### src/rtl/rv_lsu.sv
// MEM-stage load/store unit: turns decoder mem_read/mem_write into a req/gnt + rvalid
// data-memory transaction with byte enables, write-data replication, load formatting and timeout.
module rv_lsu #(
   parameter int unsigned TIMEOUT = 256
) (
   input  logic        clk_i,
   input  logic        rst_n_i,
   input  logic        mem_read_i,
   input  logic        mem_write_i,
   input  logic [2:0]  funct3_i,
   input  logic [31:0] addr_i,
   input  logic [31:0] wdata_i,
   output logic        stall_o,
   output logic [31:0] rdata_o,
   output logic        rdata_valid_o,
   output logic        exc_o,
   output logic        dmem_req_o,
   output logic        dmem_we_o,
   output logic [31:0] dmem_addr_o,
   output logic [3:0]  dmem_be_o,
   output logic [31:0] dmem_wdata_o,
   input  logic        dmem_gnt_i,
   input  logic        dmem_rvalid_i,
   input  logic [31:0] dmem_rdata_i
);

   typedef enum logic [1:0] {S_IDLE, S_REQ, S_WAIT, S_DONE} state_e;

   localparam int unsigned CW = $clog2(TIMEOUT);
   localparam logic [CW-1:0] CNT_LAST = CW'(TIMEOUT - 1);

   state_e        state_q, state_d;
   logic [CW-1:0] cnt_q, cnt_d;
   logic          we_q, we_d;
   logic [31:0]   addr_q, addr_d;
   logic [3:0]    be_q, be_d;
   logic [31:0]   wdata_q, wdata_d;
   logic [2:0]    f3_q, f3_d;
   logic [1:0]    off_q, off_d;
   logic [31:0]   rdata_q, rdata_d;
   logic          abort_q, abort_d;

   logic          acc, bad;
   logic [3:0]    be_n;
   logic [31:0]   wdata_n;
   logic [31:0]   shifted, load_fmt;

   // Request-side decode from the live pipeline inputs.
   always_comb begin
      acc = mem_read_i | mem_write_i;
      unique case (funct3_i)
         3'b000, 3'b100: bad = 1'b0;
         3'b001, 3'b101: bad = addr_i[0];
         3'b010:         bad = |addr_i[1:0];
         default:        bad = 1'b1;
      endcase
      unique case (funct3_i[1:0])
         2'b00: begin
            be_n    = 4'b0001 << addr_i[1:0];
            wdata_n = {4{wdata_i[7:0]}};
         end
         2'b01: begin
            be_n    = addr_i[1] ? 4'b1100 : 4'b0011;
            wdata_n = {2{wdata_i[15:0]}};
         end
         default: begin
            be_n    = 4'b1111;
            wdata_n = wdata_i;
         end
      endcase
   end

   // Shift the addressed byte/half down to bit 0, then extend per the latched funct3.
   always_comb begin
      shifted = dmem_rdata_i >> {off_q, 3'b000};
      unique case (f3_q)
         3'b000:  load_fmt = {{24{shifted[7]}}, shifted[7:0]};
         3'b100:  load_fmt = {24'b0, shifted[7:0]};
         3'b001:  load_fmt = {{16{shifted[15]}}, shifted[15:0]};
         3'b101:  load_fmt = {16'b0, shifted[15:0]};
         default: load_fmt = dmem_rdata_i;
      endcase
   end

   always_comb begin
      state_d = state_q;
      cnt_d   = cnt_q;
      we_d    = we_q;
      addr_d  = addr_q;
      be_d    = be_q;
      wdata_d = wdata_q;
      f3_d    = f3_q;
      off_d   = off_q;
      rdata_d = rdata_q;
      abort_d = abort_q;
      exc_o   = 1'b0;
      stall_o = 1'b0;
      unique case (state_q)
         S_IDLE: begin
            if (acc && bad) begin
               exc_o = 1'b1;
            end else if (acc) begin
               stall_o = 1'b1;
               we_d    = mem_write_i;
               addr_d  = {addr_i[31:2], 2'b00};
               be_d    = be_n;
               wdata_d = wdata_n;
               f3_d    = funct3_i;
               off_d   = addr_i[1:0];
               cnt_d   = '0;
               abort_d = 1'b0;
               state_d = S_REQ;
            end
         end
         S_REQ: begin
            stall_o = 1'b1;
            if (dmem_gnt_i) begin
               cnt_d   = '0;
               state_d = we_q ? S_DONE : S_WAIT;
            end else if (cnt_q == CNT_LAST) begin
               exc_o   = 1'b1;
               abort_d = 1'b1;
               state_d = S_DONE;
            end else begin
               cnt_d = cnt_q + 1'b1;
            end
         end
         S_WAIT: begin
            stall_o = 1'b1;
            if (dmem_rvalid_i) begin
               rdata_d = load_fmt;
               state_d = S_DONE;
            end else if (cnt_q == CNT_LAST) begin
               exc_o   = 1'b1;
               abort_d = 1'b1;
               state_d = S_DONE;
            end else begin
               cnt_d = cnt_q + 1'b1;
            end
         end
         default: state_d = S_IDLE;
      endcase
   end

   always_ff @(posedge clk_i or negedge rst_n_i) begin
      if (!rst_n_i) begin
         state_q <= S_IDLE;
         cnt_q   <= '0;
         we_q    <= 1'b0;
         addr_q  <= '0;
         be_q    <= '0;
         wdata_q <= '0;
         f3_q    <= '0;
         off_q   <= '0;
         rdata_q <= '0;
         abort_q <= 1'b0;
      end else begin
         state_q <= state_d;
         cnt_q   <= cnt_d;
         we_q    <= we_d;
         addr_q  <= addr_d;
         be_q    <= be_d;
         wdata_q <= wdata_d;
         f3_q    <= f3_d;
         off_q   <= off_d;
         rdata_q <= rdata_d;
         abort_q <= abort_d;
      end
   end

   assign dmem_req_o    = (state_q == S_REQ);
   assign dmem_we_o     = we_q;
   assign dmem_addr_o   = addr_q;
   assign dmem_be_o     = be_q;
   assign dmem_wdata_o  = wdata_q;
   assign rdata_o       = rdata_q;
   assign rdata_valid_o = (state_q == S_DONE) && !we_q && !abort_q;

endmodule

### config.mk
export PLATFORM = sky130hd
export DESIGN_NAME = rv_lsu
export DESIGN_NICKNAME = d
export VERILOG_FILES = /design/src/rtl/rv_lsu.sv
export SDC_FILE = /design/constraint.sdc
export NUM_CORES = 1
export LEC_CHECK = 0
export ABC_AREA = 1
export BUFFER_PORTS_ARGS = -buffer_cell sky130_fd_sc_hd__buf_2
export CAP_MARGIN = 20
export CELL_PAD_IN_SITES_DETAIL_PLACEMENT = 1
export CELL_PAD_IN_SITES_GLOBAL_PLACEMENT = 2
export CORE_ASPECT_RATIO = 1.4
export CORE_MARGIN = 1.5
export CORE_UTILIZATION = 29
export CTS_CLUSTER_SIZE = 14
export DETAILED_ROUTE_END_ITERATION = 7
export GPL_TIMING_DRIVEN = 0
export PLACE_DENSITY_LB_ADDON = 0.3
export SLEW_MARGIN = 20
export SYNTH_ARGS = -nofsm -noshare
export SYNTH_HDL_FRONTEND = slang
export SYNTH_SLANG_ARGS = --single-unit
### constraint.sdc
create_clock -name clk_i -period 4.5 [get_ports clk_i]
set_input_delay 0.45 -clock clk_i [delete_from_list [all_inputs] [get_ports clk_i]]
set_output_delay 0.45 -clock clk_i [all_outputs]
set_load 0.005 [all_outputs]
# --- After elaboration in Yosys (flattened, before gate mapping) ---
# Cells that the tools add are included.
word_totals:
  regBits: 115
  latch_bits: 0
  ramBits: 0
  mem_bits_ro: 0
  input_bits: 105
  out_inout_bits: 105
  word_cells: 82
  n_memories: 0
op_classes:
  n_addsub: 1
  n_mul: 0
  div: 0
  n_lt_le_gt_ge: 0
  n_eq_ne: 16
  n_shift: 2
  mux: 32
  bitwise_logic: 2
  reduce_logical: 19
op_table:
  columns: ["operator", "n"]
  rows:
  - ["$pmux W32 S4", 1]
  - ["$pmux W32 S2", 1]
  - ["$mux W8", 5]
  - ["$shr A32 B5 Y16", 1]
  - ["$pmux W8 S3", 1]
  - ["$eq A3 B3 Y1 const B", 4]
  - ["$mux W1", 12]
  - ["$mux W2", 5]
  - ["$pmux W1 S3", 3]
  - ["$add A8 B1 Y8 const B", 1]
  - ["$eq A8 B8 Y1 const B", 1]
  - ["$ne A2 B2 Y1 const B", 4]
  - ["$pmux W4 S2", 1]
  - ["$reduce_or A2 Y1", 4]
  - ["$eq A3 B1 Y1 const B", 2]
  - ["$logic_not A3 Y1", 2]
  - ["$pmux W2 S3", 1]
  - ["$reduce_and A5 Y1", 1]
  - ["$eq A2 B1 Y1 const B", 2]
  - ["$eq A2 B2 Y1 const B", 2]
  - ["$logic_not A2 Y1", 2]
  - ["$mux W4", 1]
  - ["$reduce_and A2 Y1", 2]
  - ["$reduce_and A4 Y1", 1]
  - ["other kinds (9)", 12]

# --- Depth between registers and ports, before layout ---
logic_depth:
  ltp_word: 6
  ltp_mapped: 10

# --- Worst setup path before layout ---
# No wires, ideal clock.
synth_path:
  kind: "register to output"
  from: "reg state_q[0]"
  to: "out stall_o"
  t_arrival_ns: 1.392
  slack_ns: 2.658
  stages_incl_launch_ff: 8
  path_cell_list: "dfrtp_1 inv_1 ha_1 inv_1 nor2_1 nand2_4 buf_2 a21oi_1"
synth_between:
  elab_chain_len: 3
  elab_cells_between_ends: 5
  classes_between: "2 x eq/ne; 1 x mux; 2 x reduce/logical"
synth_rtl:
  columns: ["element", "line_no", "rtl"]
  rows:
  - ["start, declared", "32", "state_e state_q, state_d;"]
  - ["start signal, assigned", "158", "state_q <= state_d;"]
  - ["$eq A2 B1 Y1 or $eq A2 B2 Y1 (tied branches)", "98", "unique case (state_q)"]
  - ["$reduce_or A2 Y1 (no line)", null, null]
  - ["$pmux W1 S2 *", "98", null]
  - ["end, declared", "13", "output logic stall_o,"]
# Mark *: on every way between the ends. The rest lies on a longest branch, timed or not.

# --- Worst setup path after layout ---
# Ends and elaborated chain as after synthesis.

==> impl_results.rst <==
.. list-table::
   :header-rows: 1

   * - Metric
     - Value
   * - Final hold violation count
     - 0
   * - Final critical delay including setup and external delays
     - 2.727 ns
   * - DR vias
     - 5948
   * - Post-route insts no fill
     - 1268
   * - Synthesis warning total
     - 0
   * - Maximum number of buffers from clock root to sink
     - 2
   * - Area of the die
     - 21250 um2
   * - Starting DRC count in detailed routing
     - 239
   * - Arrival time at the worst endpoint
     - 2.28 ns
   * - Count of nets after finishing
     - 1113
   * - Overall Global Routing Usage
     - 19.94%
   * - Max Cap Violations
     - 0
   * - Vias in the first global route
     - 6173
   * - Number of CTS-inserted buffers
     - 17
   * - Seq/Total Area, Yosys
     - 48.72%
   * - Area after detailed placement
     - 7289 um2
   * - Area contributors post-synth
     - sky130_fd_sc_hd__dfrtp_1, sky130_fd_sc_hd__nand2_1, sky130_fd_sc_hd__o21ai_0
   * - Crit path capture type
     - primary output
   * - Transition time at the pin with the least slew margin
     - 0.5590 ns
   * - Launching element type of the critical path
     - flop
   * - Synth Cell Area
     - 5907 um2
   * - Core occupancy in the finished layout
     - 39.55%
   * - Register bit count reported by yosys
     - 115
   * - Gate count after technology mapping
     - 774
   * - Cell area power density
     - 665.4 nW/um2
   * - Total negative setup slack
     - 0 ns
   * - Number of H-tree levels
     - 4
   * - Die extent in x
     - 123.6 um
   * - Final Wtd Congestion
     - 0.7872
   * - Max Transition Viols Final
     - 0
   * - Clock root cell
     - sky130_fd_sc_hd__clkbuf_16
   * - GRT Residual Overflow
     - 0
   * - Maximum resistive drop on vdd
     - 0.2787 mV
   * - First-pass GRT wire length
     - 32620 um
   * - CTS tree
     - yes
   * - Post-detailed-placement half-perimeter wirelength
     - 15520 um
   * - Core region area
     - 19920 um2
   * - Yosys top cell by area
     - sky130_fd_sc_hd__dfrtp_1
   * - CTS sink cnt
     - 115
   * - Design Power
     - 5.242 mW
   * - Drt drc
     - 0
   * - Distinct cell type count after synthesis
     - 31
   * - Crit Path Max Fanout
     - 10
   * - I/O pin cnt
     - 210
   * - Height of the die
     - 171.9 um
   * - Final design instance area without fill
     - 7879 um2
   * - Number of iterations in the first detailed-routing pass
     - 4
   * - Syn Area/Cell
     - 7.632 um2
   * - P&R area growth vs syn
     - 33.38%
   * - Antenna violations before repair
     - 2
   * - Run status
     - complete, no violations
   * - Ratio of cells with drive above 1 in the final layout
     - 27.81%
   * - Clk Latency, worst-skew pair
     - 0.42 ns
   * - Area taken by multi-input logic gates
     - 2512 um2
   * - Initial standard-cell utilization of the core
     - 29.65%
   * - Fillcell total
     - 2555
   * - EDFF count, synth
     - 0
   * - Final setup margin
     - 1.773 ns
   * - Clock Skews
     - 0.01191 ns
   * - Required time at the endpoint of the critical path
     - 4.05 ns
   * - Area share of the largest cell type after synthesis
     - 48.72%
   * - Final-layout worst hold slack
     - 0.2155 ns
   * - Largest net degree at the start of global routing
     - 74
   * - Wirelength per Cell
     - 16.05 um
   * - Worst slew margin relative to its limit
     - 62.73%
   * - Number of failing setup endpoints in the final timing report
     - 0
   * - Buffers on Ports
     - 205
   * - Predominant post-synthesis flop cell
     - sky130_fd_sc_hd__dfrtp_1
   * - Mean number of vias per cell
     - 4.691
   * - FMAX
     - 366.7 MHz
   * - Number of placed instances with taps included
     - 1233
   * - Clock input transition at the sequential cells of the worst setup and hold paths
     - 0.07 ns
   * - Storage element area
     - 2878 um2
   * - Period utilisation layout
     - 60.60%
   * - Post-detailed-route count of antenna-violating nets
     - 0
   * - Leakage power
     - 4.286 nW
   * - Total Wirelength
     - 20350 um
   * - Category of the most critical setup path
     - reg -> out
   * - Placement Setup Slack
     - 2.163 ns
   * - Type of the worst min-delay path
     - in -> reg
   * - Placement Rows
     - 61
   * - RSZ-0062 raised after global routing
     - false
   * - Post-synth ARST share
     - 100.0%
[routing by layer]
layer,up-vias,wire [um],part of all wire (%),global-route usage (%)
met4,2,197,0.97,4.698
met3,19,1546,7.6,7.454
met2,161,10260,50,34.35
li1,2925,-,-,-
met1,2841,8336,41,23.35
met5,-,13,0.064,0
[cell families (layout without fill, tap and decap cells)]
| group | after synthesis | count (layout) | synth area share (%) |
|---|---|---|---|
| adder cells (fa/ha/maj) | 7 | 7 | 1.483 |
| buffers and inverters | 116 | 355 | 8.811 |
| flip-flops | 115 | 115 | 48.72 |
| AND/OR/NAND/NOR | 372 | 372 | 25.78 |
| other | 1 | 4 | 0.06348 |
| XOR/XNOR | 1 | 1 | 0.1483 |
| AO/OA/AOI/OAI | 162 | 162 | 15.00 |
[flip-flops by register name, summed over array words and instances (netlist names)]
register      cells
f3_q              3
abort_q           1
off_q             2
rdata_o          32
dmem_we_o         1
cnt_q             8
dmem_addr_o      30
dmem_wdata_o     32
state_q           2
dmem_be_o         4
[where the power goes]
group	internal, mW	total, mW	switching, mW
Sequential	1.51	1.79	0.277
Clock	0.776	1.35	0.570
Combinational	0.861	2.11	1.25
[final cells by class]
class                           instances  area share (%)
Sequential cell                       115           36.53
Multi-Input combinational cell        544           31.89
Timing Repair Buffer                  207           13.63
Clock buffer                           18           5.447
Tap cell                              252           4.002
Inverter                               77           3.668
Buffer                                 39           2.938
Clock inverter                         14           1.842
Antenna cell                            2         0.06352
[cells in the mapped netlist (all sizes together), types with 2 or more instances]
library cell and count:
o211ai 8, clkbuf 9, nand2 273, o21bai 18, nand3 39, a211oi 2
ha 7, nor3 2, o21ai 92, dfrtp 115, buf 30, a21oi 38
inv 76, nand4 5, nor2 52, a31oi 3
[critical path: stages, from the launching register on]
cell and delay [ns]:
sky130_fd_sc_hd__dfrtp_1 0.46, sky130_fd_sc_hd__inv_1 0.14, sky130_fd_sc_hd__ha_1 0.25, sky130_fd_sc_hd__inv_1 0.08, sky130_fd_sc_hd__nor2_1 0.23, sky130_fd_sc_hd__nand2_4 0.11, sky130_fd_sc_hd__buf_2 0.22, sky130_fd_sc_hd__a21oi_1 0.22
sky130_fd_sc_hd__buf_2 0.15
[layout by cell type (no fill, tap or decap), types with 3 or more instances in the layout]
master / Yosys / layout
sky130_fd_sc_hd__o21ai_1: 15 / 15
sky130_fd_sc_hd__inv_6: 0 / 4
sky130_fd_sc_hd__nor2_1: 48 / 48
sky130_fd_sc_hd__inv_2: 6 / 6
sky130_fd_sc_hd__buf_4: 7 / 7
sky130_fd_sc_hd__clkinv_4: 0 / 7
sky130_fd_sc_hd__clkbuf_16: 0 / 17
sky130_fd_sc_hd__nand3_1: 39 / 39
sky130_fd_sc_hd__o211ai_1: 8 / 8
sky130_fd_sc_hd__o21ai_0: 77 / 77
sky130_fd_sc_hd__nand2_1: 267 / 267
sky130_fd_sc_hd__buf_6: 5 / 5
sky130_fd_sc_hd__inv_1: 70 / 70
sky130_fd_sc_hd__ha_1: 7 / 7
sky130_fd_sc_hd__nand4_1: 5 / 5
sky130_fd_sc_hd__a21oi_1: 38 / 38
sky130_fd_sc_hd__a31oi_1: 3 / 3
sky130_fd_sc_hd__o21bai_1: 18 / 18
sky130_fd_sc_hd__clkbuf_1: 9 / 10
sky130_fd_sc_hd__buf_2: 17 / 221
sky130_fd_sc_hd__nand2_2: 4 / 4
sky130_fd_sc_hd__dfrtp_1: 115 / 115
[final timing paths]
path,slack (ns),cells after the start,end,start
max,1.77,8,stall_o,state_q[0]
min,0.22,3,dmem_addr_o[13],addr_i[13]
max reg2reg,2.36,8,rdata_o[31],state_q[0]
min reg2reg,0.47,2,dmem_wdata_o[7],dmem_wdata_o[7]
max in group asynchronous,3.27,3,dmem_wdata_o[27],rst_n_i
min in group asynchronous,0.53,2,cnt_q[3],rst_n_i
[what timing repair did]
item | 4_1_cts | 5_1_grt
hold endpoints to repair | 42 | 0
hold buffers | 1 | 0
setup endpoints to repair | 0 | 0
setup buffers | 0 | 0
resized for setup | 0 | 0
Power figures use the tool's default switching activity.
